==> src/rtl/rs_encode_framer.sv <==
// Systematic RS(127,121) encoder over GF(2^7): data symbols pass through with one cycle of latency,
// then NPAR parity symbols are appended from a generator-polynomial LFSR.
module rs_encode_framer #(
  parameter int         K         = 121,
  parameter int         NPAR      = 6,
  parameter logic [7:0] PRIM_POLY = 8'h89
) (
  input  logic       CLK,
  input  logic       RESET,
  input  logic       enable,
  input  logic       sopIn,
  input  logic       dataInValid,
  input  logic [6:0] dataIn,
  output logic       inReady,
  output logic [6:0] dataOut,
  output logic       dataOutValid,
  output logic       sopOut,
  output logic       eopOut,
  output logic       parityFlag,
  output logic       errOut
);

  typedef enum logic [1:0] {IDLE, DATA, PARITY} stateT;

  localparam int             CW        = $clog2(K + 1);
  localparam logic [CW-1:0]  ONE       = CW'(1);
  localparam logic [CW-1:0]  LAST_DATA = CW'(K - 1);
  localparam logic [CW-1:0]  LAST_PAR  = CW'(NPAR - 1);

  function automatic logic [6:0] gfMul(input logic [6:0] a, input logic [6:0] b);
    logic [6:0] acc;
    logic [6:0] x;
    acc = '0;
    x   = a;
    for (int i = 0; i < 7; i++) begin
      if (b[i]) acc = acc ^ x;
      x = {x[5:0], 1'b0} ^ (x[6] ? PRIM_POLY[6:0] : 7'd0);
    end
    return acc;
  endfunction

  // Expands prod_{j<NPAR} (x + a^j) at elaboration; g[i] is the x^i coefficient.
  function automatic logic [6:0] genCoef(input int idx);
    logic [NPAR:0][6:0] g;
    logic [6:0]         root;
    g    = '0;
    g[0] = 7'd1;
    root = 7'd1;
    for (int j = 0; j < NPAR; j++) begin
      for (int i = NPAR; i > 0; i--) g[i] = g[i-1] ^ gfMul(g[i], root);
      g[0] = gfMul(g[0], root);
      root = gfMul(root, 7'd2);
    end
    return g[idx];
  endfunction

  stateT                 state, stateNxt;
  logic [CW-1:0]         symCnt, symCntNxt;
  logic [NPAR-1:0][6:0]  lfsr, lfsrNxt, lfsrStep;
  logic [6:0]            dataOutNxt, fb;
  logic                  validNxt, sopNxt, eopNxt, parNxt, errNxt, accept;

  assign inReady = enable & (state != PARITY);
  assign accept  = enable & dataInValid & inReady;

  // A symbol carrying sopIn always starts from a cleared register.
  assign fb = dataIn ^ (sopIn ? 7'd0 : lfsr[NPAR-1]);

  for (genvar i = 0; i < NPAR; i++) begin : gStep
    localparam logic [6:0] G = genCoef(i);
    if (i == 0) begin : gLow
      assign lfsrStep[i] = gfMul(fb, G);
    end else begin : gHigh
      assign lfsrStep[i] = (sopIn ? 7'd0 : lfsr[i-1]) ^ gfMul(fb, G);
    end
  end

  always_comb begin
    stateNxt   = state;
    symCntNxt  = symCnt;
    lfsrNxt    = lfsr;
    dataOutNxt = dataOut;
    validNxt   = 1'b0;
    sopNxt     = 1'b0;
    eopNxt     = 1'b0;
    parNxt     = 1'b0;
    errNxt     = 1'b0;
    case (state)
      IDLE: begin
        if (accept && sopIn) begin
          lfsrNxt    = lfsrStep;
          dataOutNxt = dataIn;
          validNxt   = 1'b1;
          sopNxt     = 1'b1;
          symCntNxt  = ONE;
          stateNxt   = DATA;
        end else if (accept) begin
          errNxt = 1'b1;
        end
      end
      DATA: begin
        if (accept) begin
          lfsrNxt    = lfsrStep;
          dataOutNxt = dataIn;
          validNxt   = 1'b1;
          if (sopIn) begin
            errNxt    = 1'b1;
            sopNxt    = 1'b1;
            symCntNxt = ONE;
          end else if (symCnt == LAST_DATA) begin
            symCntNxt = '0;
            stateNxt  = PARITY;
          end else begin
            symCntNxt = symCnt + ONE;
          end
        end
      end
      PARITY: begin
        dataOutNxt = lfsr[NPAR-1];
        validNxt   = 1'b1;
        parNxt     = 1'b1;
        lfsrNxt    = {lfsr[NPAR-2:0], 7'd0};
        if (symCnt == LAST_PAR) begin
          eopNxt    = 1'b1;
          symCntNxt = '0;
          stateNxt  = IDLE;
        end else begin
          symCntNxt = symCnt + ONE;
        end
      end
      default: stateNxt = IDLE;
    endcase
  end

  always_ff @(posedge CLK or negedge RESET) begin
    if (!RESET) begin
      state        <= IDLE;
      symCnt       <= '0;
      lfsr         <= '0;
      dataOut      <= '0;
      dataOutValid <= 1'b0;
      sopOut       <= 1'b0;
      eopOut       <= 1'b0;
      parityFlag   <= 1'b0;
      errOut       <= 1'b0;
    end else if (enable) begin
      state        <= stateNxt;
      symCnt       <= symCntNxt;
      lfsr         <= lfsrNxt;
      dataOut      <= dataOutNxt;
      dataOutValid <= validNxt;
      sopOut       <= sopNxt;
      eopOut       <= eopNxt;
      parityFlag   <= parNxt;
      errOut       <= errNxt;
    end
  end

endmodule

==> config.mk <==
export PLATFORM = sky130hd
export DESIGN_NAME = rs_encode_framer
export DESIGN_NICKNAME = d
export VERILOG_FILES = /design/src/rtl/rs_encode_framer.sv
export SDC_FILE = /design/constraint.sdc
export NUM_CORES = 1
export LEC_CHECK = 0
export ABC_AREA = 1
export BUFFER_PORTS_ARGS = -buffer_cell sky130_fd_sc_hd__clkbuf_2
export CAP_MARGIN = 5
export CORE_MARGIN = 2
export CORE_UTILIZATION = 35
export DETAILED_ROUTE_END_ITERATION = 7
export GPL_ROUTABILITY_DRIVEN = 1
export GPL_TIMING_DRIVEN = 0
export HOLD_SLACK_MARGIN = 0.06
export PLACE_DENSITY_LB_ADDON = 0.12
export SETUP_SLACK_MARGIN = 0.2
export SLEW_MARGIN = 5
export SYNTH_ARGS = -nofsm -noshare
export SYNTH_HDL_FRONTEND = slang
export SYNTH_SLANG_ARGS = --single-unit
==> constraint.sdc <==
create_clock -name CLK -period 3.2 [get_ports CLK]
set_input_delay 0.48 -clock CLK [delete_from_list [all_inputs] [get_ports CLK]]
set_output_delay 0.48 -clock CLK [all_outputs]
set_load 0.02 [all_outputs]
# ---- Yosys cells after proc, flatten, opt, wreduce, memory -nomap -nowiden
# Index checks and enable logic that the tools add are counted.
dict set report classes {
  n_addsub 1
  eq_ne 10
  muxes 41
  bitwise 27
  n_reduce_logical 5
}
# operator count
set op_table {}
lappend op_table {{42-bit case mux with 3 select lines} 1}
lappend op_table {{7-bit XOR} 18}
lappend op_table {{7-bit two-way mux} 13}
lappend op_table {{42-bit two-way mux} 2}
lappend op_table {{7-bit case mux with 3 select lines} 2}
lappend op_table {{7-bit by 4-bit XOR with 7-bit output} 6}
lappend op_table {{4-bit two-way mux} 6}
lappend op_table {{2-bit inequality test (second input constant)} 6}
lappend op_table {{2-bit two-way mux} 5}
lappend op_table {{1-bit two-way mux} 8}
lappend op_table {{7-bit by 1-bit adder with 7-bit output (second input constant)} 1}
lappend op_table {{7-bit by 3-bit equality test with 1-bit output (second input constant)} 1}
lappend op_table {{7-bit equality test (second input constant)} 1}
lappend op_table {{2-bit case mux with 3 select lines} 1}
lappend op_table {{6-bit AND reduction} 1}
lappend op_table {{1-bit case mux with 2 select lines} 2}
lappend op_table {{4-bit AND reduction} 1}
lappend op_table {{1-bit AND} 3}
lappend op_table {{1-bit case mux with 3 select lines} 1}
lappend op_table {{3-bit nonzero test} 1}
lappend op_table {{2-bit by 1-bit equality test with 1-bit output (second input constant)} 1}
lappend op_table {{2-bit equality test (second input constant)} 1}
lappend op_table {{2-bit zero test} 1}
lappend op_table {{1-bit logical AND} 1}
dict set report totals {
  regBits 63
  output_inout_bits 13
}

# ---- Longest topological paths before layout
# Gate-level depths: netlist of the first run.
dict set report logic_depth {
  ltp_word 18
  ltp_mapped 17
}

# ---- Least setup slack after synthesis of the first run
# Ideal clock, no wire load.
dict set report synth_path {
  path_type {flip-flop to flip-flop}
  start {reg state[0]}
  end {reg symCnt[6]}
  t_arrival_ns 1.842
  t_required_ns 3.078
  setup_slack_ns 1.236
  path_stages_with_launch 13
  path_buffers 0
  cell_sequence {dfrtp_1 -> inv_1 -> ha_1 -> nor2_4 -> nand2_1 -> o21ai_0 -> nand2_2 -> inv_2 -> nand2_1 -> nor2_2 -> nand2_1 -> o21ai_1 -> a21oi_1}
}
dict set report synth_via {
  elab_chain_cells 6
  word_cells_on_any_way 12
  cone_classes {eq/ne (5); mux (1); bitwise (2); reduce/logical (4)}
}
# element line_no
set synth_lines {}
lappend synth_lines {{start: declaration} 57} ;# stateT state, stateNxt;
lappend synth_lines {{start signal: assignment} 147} ;# state <= stateNxt;
lappend synth_lines {{2-bit inequality test *} 63} ;# assign inReady = enable & (state != PARITY);
lappend synth_lines {{1-bit AND *} 63}
lappend synth_lines {{net inReady} 14} ;# output logic inReady,
lappend synth_lines {{1-bit AND *} 64} ;# assign accept = enable & dataInValid & inReady;
lappend synth_lines {{1-bit logical AND} 90} ;# if (accept && sopIn) begin
lappend synth_lines {{2-bit inequality test (no source line)} --}
lappend synth_lines {{4-bit AND reduction (no source line) *} --}
lappend synth_lines {{end signal: assignment} 148} ;# symCnt <= symCntNxt;
lappend synth_lines {{end: declaration} 58} ;# logic [CW-1:0] symCnt, symCntNxt;
# The timed path passes the listed nets; every way through them passes the cells marked *.
# A chain may end at the register's enable or synchronous reset.

# ---- Worst setup path after layout of the first run
dict set report layout_path {
  start {reg state[0]}
  end {reg lfsr[20] (netlist bit)}
}
dict set report layout_via {
  elab_chain_cells 6
  word_cells_on_any_way 12
  cone_classes {eq/ne (5); mux (1); bitwise (2); reduce/logical (4)}
}
# element line_no
set layout_lines {}
lappend layout_lines {{2-bit inequality test} 63}
lappend layout_lines {{1-bit AND} 63}
lappend layout_lines {{1-bit AND} 64}
lappend layout_lines {{1-bit logical AND} 90}
lappend layout_lines {{2-bit inequality test (no source line)} --}
lappend layout_lines {{4-bit AND reduction (no source line)} --}
lappend layout_lines {{end signal: assignment} 149} ;# lfsr <= lfsrNxt;
lappend layout_lines {{end: declaration} 59} ;# logic [NPAR-1:0][6:0] lfsr, lfsrNxt, lfsrStep;
# Parallel ways exist; a longest one is shown, timed or not.

==> impl_results.md, run 1 <==
* Critical path data required time at 3.45 ns
* Die Y at 114 um
* RD Place Congestion at approximately 0.79
* DRT Pass-1 Iters at 5
* Max IR drop VDD at between 0.0002 and 0.00025 V
* Synth Area in Compound Gates at 9.62%
* Largest family of logic cells by synthesized area: simple AND/OR/NAND/NOR gates
* Most frequent cells in the layout: nand2_1, dfrtp_1, o21ai_0, inv_1, nand3_1
* Largest cells by area after synthesis: dfrtp_1, nand2_1, o21ai_0, xor2_1, xnor2_1
* Period utilization at 69.2%
* Core area at 0.0119 mm^2
* Yosys top cell area share at 37.5%
* Sequential Area at about 0.0016 mm^2
* Grt ovf at 0
* XOR/XNOR Fraction of Synth Area at 9.59%
* All-Layer GR Usage at 19.3%
* Worst EP arrival at 2.46 ns
* Floorplan row count at 40
* Max cap viols at 0
* Mapped Cells at 561
* First-pass GRT wire length at 18.9 mm
* Port buffer count at 24
* Vias in the first global route at between 3000 and 4000
* Worst-Skew Late Latency at around 0.34 ns
* Final hold vios at 0
* Startpoint type of the worst setup path: flip-flop
* Post-route clock skew at 0.00643 ns
* Status: complete, no violations
* Min-delay worst type: in2async
* Clock sinks at 63
* Synth-to-Final Area Change at 15.3%
* Die width at 114 um
* Wire length per cell at around 15 um
* Die area at 0.0129 mm^2
* Post_cts resized at 0
* Vias at 3700
* Setup tns final at 0 ns
* Tmin final at around 2.2 ns
* 1st-iter DRT viols at 195
* Slew Limit Headroom at 54.8%
* Post-synthesis mux area share at 0%
* Seq cells post-synth at 63
* Commonest non-fill, non-tap cell in the layout: nand2_1
* Final setup fails at 0
* Synth Area in Adders at around 2.1%
* Yosys top cell by area: dfrtp_1
* Critical Path Fanout Max at 10
* Worst-path clk slew at about 0.050 ns
* Inserted Clock Buffers at 9
* Initial antenna violation count at 0
* Hold buffer count at CTS at 0
* Drt drc at 0
* Ys Warns at 0
* Pre-CTS WS at 0.957 ns
* Routed wire length at 11.5 mm
* Reg2reg path depth at 12
* Worst-margin pin slew at 0.677 ns
* Critical path type: reg2reg
* Synth Area in Simple Gates at 34.3%
* CTS Root Buffer Type: clkbuf_16
* Final #Nets at 616
* Cell variety after synth at 36
* Synthesized area at around 0.0042 mm^2
* PnR worst setup slack at 0.984 ns
* HPWL after detailed placement at between 8 and 9 mm
* Fmax achieved at approximately 450 MHz
* Via/cell ratio at 4.94
* Antenna diode count at 0
* Share of post-route cells with drive strength above 1 at 18.1%
* Leakage at about 0.0024 uW
* Largest net degree at the start of global routing at 41
* Fillers at 1219
* Area of the multi-input gates at ~0.0023 mm^2
* Max clock buf depth at 2
* Pwr dens at between 1000 and 1500 mW/mm^2
* Syn nets at 580
* Unrepaired setup endpoints after global routing: no
* Initial Utilization at a little over a third
* Fin util at between 40 and 50%
* CP endpoint kind: flip-flop
* Detail Route Antenna Nets at 0
* Avg Synthesized Cell Area at 7.49 um^2
* Io pins at 25
* CTS tree: built
* Setup bufs post-CTS at 0
* H-tree depth at 3
* Final-report max-slew violation count at 0
* Register area share after synthesis at 37.5%
-- flip-flops by register name, summed over array words and instances (netlist names) --
| signal | cells |
|---|---|
| eopOut | 1 |
| parityFlag | 1 |
| errOut | 1 |
| symCnt | 7 |
| dataOut | 7 |
| sopOut | 1 |
| dataOutValid | 1 |
| state | 2 |
| lfsr | 42 |
-- worst max-delay path, stage by stage, from the launching register on --
cell and delay, ns:
dfrtp_1 0.40, inv_1 0.11, ha_1 0.33, nor2_4 0.07, nand2_1 0.13, o21ai_0 0.13
inv_1 0.07, nor2_1 0.05, nand2_2 0.13, buf_2 0.25, buf_2 0.30, nand2_1 0.07
o21ai_0 0.08
-- per-layer routing --
metal,vias up,wire [um],global-route usage (%),part of all wire (%)
li1,1870,-,-,-
met1,1760,5580,26.4,48
met2,58,5390,30.8,47
met3,12,351,2.60,3.0
met4,0,206,7.89,1.8
met5,-,0,0,0
-- through the flow --
step / instances / total power (uW) / hold slack, ns / instance area, um^2
finish: 749 / 5060 / 0.0859 / 4840
floorplan: 561 / 3330 / 0.184 / 4200
global route: 749 / 5520 / 0.110 / 4840
detailed placement: 733 / 4060 / 0.461 / 4530
global placement: 732 / 4020 / 0.458 / 4500
CTS: 749 / 5120 / 0.0962 / 4840
-- area by class of cell --
class,instances,share of cell area (%)
plain buffers,20,2.35
inverters,44,3.57
clock inverters,4,1.45
multi-input cells,434,48.3
clock buffers,12,4.88
well taps,147,3.80
repair buffers,25,3.10
flip-flops and latches,63,32.6
-- cells in the mapped netlist, drive strengths merged --
| library cell | instances |
|---|---|
| nor2 | 26 |
| dfrtp | 63 |
| nand2 | 230 |
| nand4 | 8 |
| xnor2 | 20 |
| or2 | 1 |
| a31oi | 8 |
| xor2 | 23 |
| a22oi | 1 |
| buf | 12 |
| inv | 43 |
| nand3 | 38 |
| ha | 7 |
| a31o | 1 |
| a21oi | 11 |
| nand3b | 1 |
| o21ai | 50 |
| clkbuf | 8 |
| nor3 | 4 |
| clkinv | 1 |
| o22ai | 4 |
| o31ai | 1 |
-- path summary, 6_finish.rpt --
kind,startpoint,endpoint,slack [ns]
worst max-delay path,state[0]$_DFFE_PN0P_,lfsr[20]$_DFFE_PN0P_,0.98
worst min-delay path,RESET,parityFlag$_DFFE_PN0P_,0.09
worst max register to register,state[0]$_DFFE_PN0P_,lfsr[20]$_DFFE_PN0P_,0.98
worst min register to register,parityFlag$_DFFE_PN0P_,parityFlag$_DFFE_PN0P_,0.47
max in group asynchronous,RESET,lfsr[33]$_DFFE_PN0P_,2.57
min in group CLK,enable,parityFlag$_DFFE_PN0P_,0.39
-- power breakdown --
| part | leakage (uW) | total, uW | internal, uW | switching [uW] |
|---|---|---|---|---|
| Clock | 0.000151 | 1030 | 679 | 351 |
| Sequential | 0.000787 | 1380 | 1160 | 219 |
| Combinational | 0.00145 | 2660 | 919 | 1740 |
| Total | 0.00239 | 5060 | 2750 | 2310 |
-- kinds of logic (layout without fill, tap and decap cells) --
| kind of cell | after synthesis | after routing |
|---|---|---|
| AOI/OAI and AO/OA | 76 | 76 |
| xor gates and xnor gates | 43 | 43 |
| adders and majority gates | 7 | 7 |
| buffers and inverters | 64 | 105 |
| DFF | 63 | 63 |
| and+or+nand+nor | 308 | 308 |
(Power assumes the default switching activity.)
==> inputs of run 2 (changes only) <==
==> constraint.sdc (replaced) <==
create_clock -name CLK -period 2 [get_ports CLK]
set_input_delay 0.3 -clock CLK [delete_from_list [all_inputs] [get_ports CLK]]
set_output_delay 0.3 -clock CLK [all_outputs]
set_load 0.02 [all_outputs]
==> run 2 against run 1 <==
  * Non-clock buffer count is 18 higher
  * Critical path depth is 1 higher
  * Global-route usage hardly changed
  * Clock power is 55% higher
  * Die area stayed put
  * Clock skew is 0.0038 ns higher
  * Fmax is 19% higher
  * Worst setup slack worse by 0.85 ns
  * Sequential share of layout area is 2.3 points lower
  * Routed wire length is 3.6% higher
  * Via count is 1.6% higher
  * Highest routed layer unchanged
==> impl_results.md, run 2 (synthesis results as in run 1) <==
* All-Layer GR Usage at 19.2% (-0.043 points)
* Initial antenna violation count at 0 (unchanged)
* Worst-Skew Late Latency at 0.35 ns (about the same)
* H-tree depth at 3 (unchanged)
* DRT Pass-1 Iters at 4 (-1)
* Setup tns final at 0 ns (unchanged)
* Slew Limit Headroom at 63.4% (+8.5 points)
* Dpl cells at 733 (unchanged)
* Critical path type: reg2reg
* CTS Root Buffer Type: clkbuf_16
* Die area at 0.0129 mm^2 (unchanged)
* Io pins at 25 (unchanged)
* Min-delay worst type: in2reg
* Final std cells w/o fill at 766 (+2.3%)
* Tmin final at 1.87 ns (-0.349 ns)
* Wire length per cell at 15.6 um (+1.3%)
* HPWL after detailed placement at 8.54 mm (+0.75%)
* Grt ovf at 0 (unchanged)
* Most frequent cells in the layout: nand2_1, dfrtp_1, inv_1, nand3_1, nand2_2
* CTS tree: built
* Fin util at 43.9% (+3.1 points)
* Worst-margin pin slew at 0.550 ns (-0.128 ns)
* Vias at 3760 (+1.6%)
* Post-route clock skew at 0.0103 ns (+0.00384 ns)
* Reg with most FFs: lfsr
* Worst EP arrival at 2.10 ns (-0.36 ns)
* Top flop regs: lfsr: 42 flops, dataOut: 7 flops, symCnt: 7 flops
* Critical path data required time at 2.23 ns (-1.22 ns)
* Startpoint type of the worst setup path: flip-flop
* Fillers at 1197 (-1.8%)
* Via/cell ratio at 4.91 (-0.63%)
* Inserted Clock Buffers at 9 (unchanged)
* Pwr dens at 1700 mW/mm^2 (+62%)
* Share of post-route cells with drive strength above 1 at 26.5% (+8.4 points)
* Status: complete, no violations
* Final hold slack at 0.207 ns (+0.121 ns)
* 1st-iter DRT viols at 255 (+31%)
* Die width at 114 um (unchanged)
* Reg2reg setup slack at 0.13 ns (-0.85 ns)
* Port buffer count at 24 (unchanged)
* Largest net degree at the start of global routing at 34 (-17%)
* Worst r2r src: state[1]$_DFFE_PN0P_
* Critical Path Fanout Max at 7 (-3)
* Final hold vios at 0 (unchanged)
* Worst-path clk slew at 0.06 ns (about the same)
* Period utilization at 93.4% (+24 points)
* Largest register FFs at 42 (unchanged)
* Reg2reg path depth at 13 (+1)
* Power Total at 8840 uW (+75%)
* Routed wire length at 11.9 mm (+3.6%)
* Antenna diode count at 0 (unchanged)
* Leakage at 0.00256 uW (+7.1%)
* Detail Route Antenna Nets at 0 (unchanged)
* Fmax achieved at 535 MHz (+19%)
* Commonest non-fill, non-tap cell in the layout: nand2_1
* Clock sinks at 63 (unchanged)
* First-pass GRT wire length at 18.8 mm (-0.69%)
* Crit path from: state[1]$_DFFE_PN0P_
* Vias in the first global route at 3538 (-1.1%)
* Core area at 0.0119 mm^2 (unchanged)
* RD Place Congestion at 0.855 (+7.8%)
* Reg-to-Reg End: symCnt[6]$_DFFE_PN0P_
* Final #Nets at 634 (+2.9%)
* Final setup fails at 0 (unchanged)
* Initial Utilization at 35.4% (unchanged)
* Max cap viols at 0 (unchanged)
* Floorplan row count at 40 (unchanged)
* Synth-to-Final Area Change at 24.0%
* Unrepaired setup endpoints after global routing: yes
* Worst setup path endpoint: symCnt[6]$_DFFE_PN0P_
* Max IR drop VDD at 0.000467 V (+87%)
* Die Y at 114 um (unchanged)
* Final-report max-slew violation count at 0 (unchanged)
* Drt drc at 0 (unchanged)
* Max clock buf depth at 2 (unchanged)
* CP endpoint kind: flip-flop
[run 2: changes by cell type in the layout (fill, tap and decap cells not counted), sizes merged]
cell	delta
clkinvlp	+1
buf	+20
bufinv	-1
clkinv	-1
dlygate4sd3	+1
clkbuf	-3
[run 2: stage by stage]
stage / instance area, um^2 / setup WS [ns]
detailed placement: 4540 / -0.0527
finish: 5210 / 0.133
floorplan: 4220 / 0.204
CTS: 4980 / 0.143
global route: 5210 / 0.0616
global placement: 4520 / -0.0671
[run 2: routing by layer]
metal | up-vias | GRT usage (%) | wire length (um)
met2 | 64 | 30.3 | 5540
met5 | - | 0 | 0
li1 | 1909 | - | -
met3 | 16 | 2.87 | 537
met1 | 1771 | 25.9 | 5590
met4 | 0 | 9.27 | 271
[run 2: area by class of cell]
cell class / instances / area [um^2] / share of cell area (%)
Buffer: 20 / 175 / 3.36
Clock buffer: 12 / 256 / 4.92
Clock inverter: 3 / 42.5 / 0.817
Inverter: 44 / 178 / 3.41
Multi-Input combinational cell: 434 / 2490 / 47.9
Sequential cell: 63 / 1580 / 30.3
Tap cell: 147 / 184 / 3.53
Timing Repair Buffer: 43 / 302 / 5.79
[run 2: worst max-delay path: stages (launching register included)]
cell	delay, ns
dfrtp_2	0.43
ha_4	0.20
nor2_4	0.13
nand2_4	0.08
o21ai_2	0.07
inv_1	0.06
nor2_2	0.15
nand2_4	0.11
inv_6	0.10
nand2_4	0.06
nor2_4	0.10
nand2_2	0.06
o21ai_1	0.13
a21oi_1	0.05
[run 2: worst min path at each step]
stage,from,endpoint,slack (ns),depth (start not counted)
finish,enable,parityFlag$_DFFE_PN0P_,0.21,3
detailed placement,RESET,eopOut$_DFFE_PN0P_,0.32,1
global placement,parityFlag$_DFFE_PN0P_,parityFlag$_DFFE_PN0P_,0.46,2
floorplan,RESET,dataOutValid$_DFFE_PN0P_,0.004,0
global route,enable,parityFlag$_DFFE_PN0P_,0.22,3
CTS,enable,parityFlag$_DFFE_PN0P_,0.21,3
[run 2: power by group]
| part | leakage (uW) | internal (uW) | switching (uW) |
|---|---|---|---|
| sequential | 0.000786 | 1850 | 358 |
| combinational | 0.00163 | 1940 | 3080 |
| clock | 0.000145 | 1020 | 581 |
| total | 0.00256 | 4820 | 4020 |
[run 2: repair_timing]
action	CTS	global route
endpoints found under the setup margin	57	57
hold buffers	1	0
cloned	0	1
resized for setup	26	56
pin swaps	3	15
endpoints found under the hold margin	30	0
setup buffers	7	9
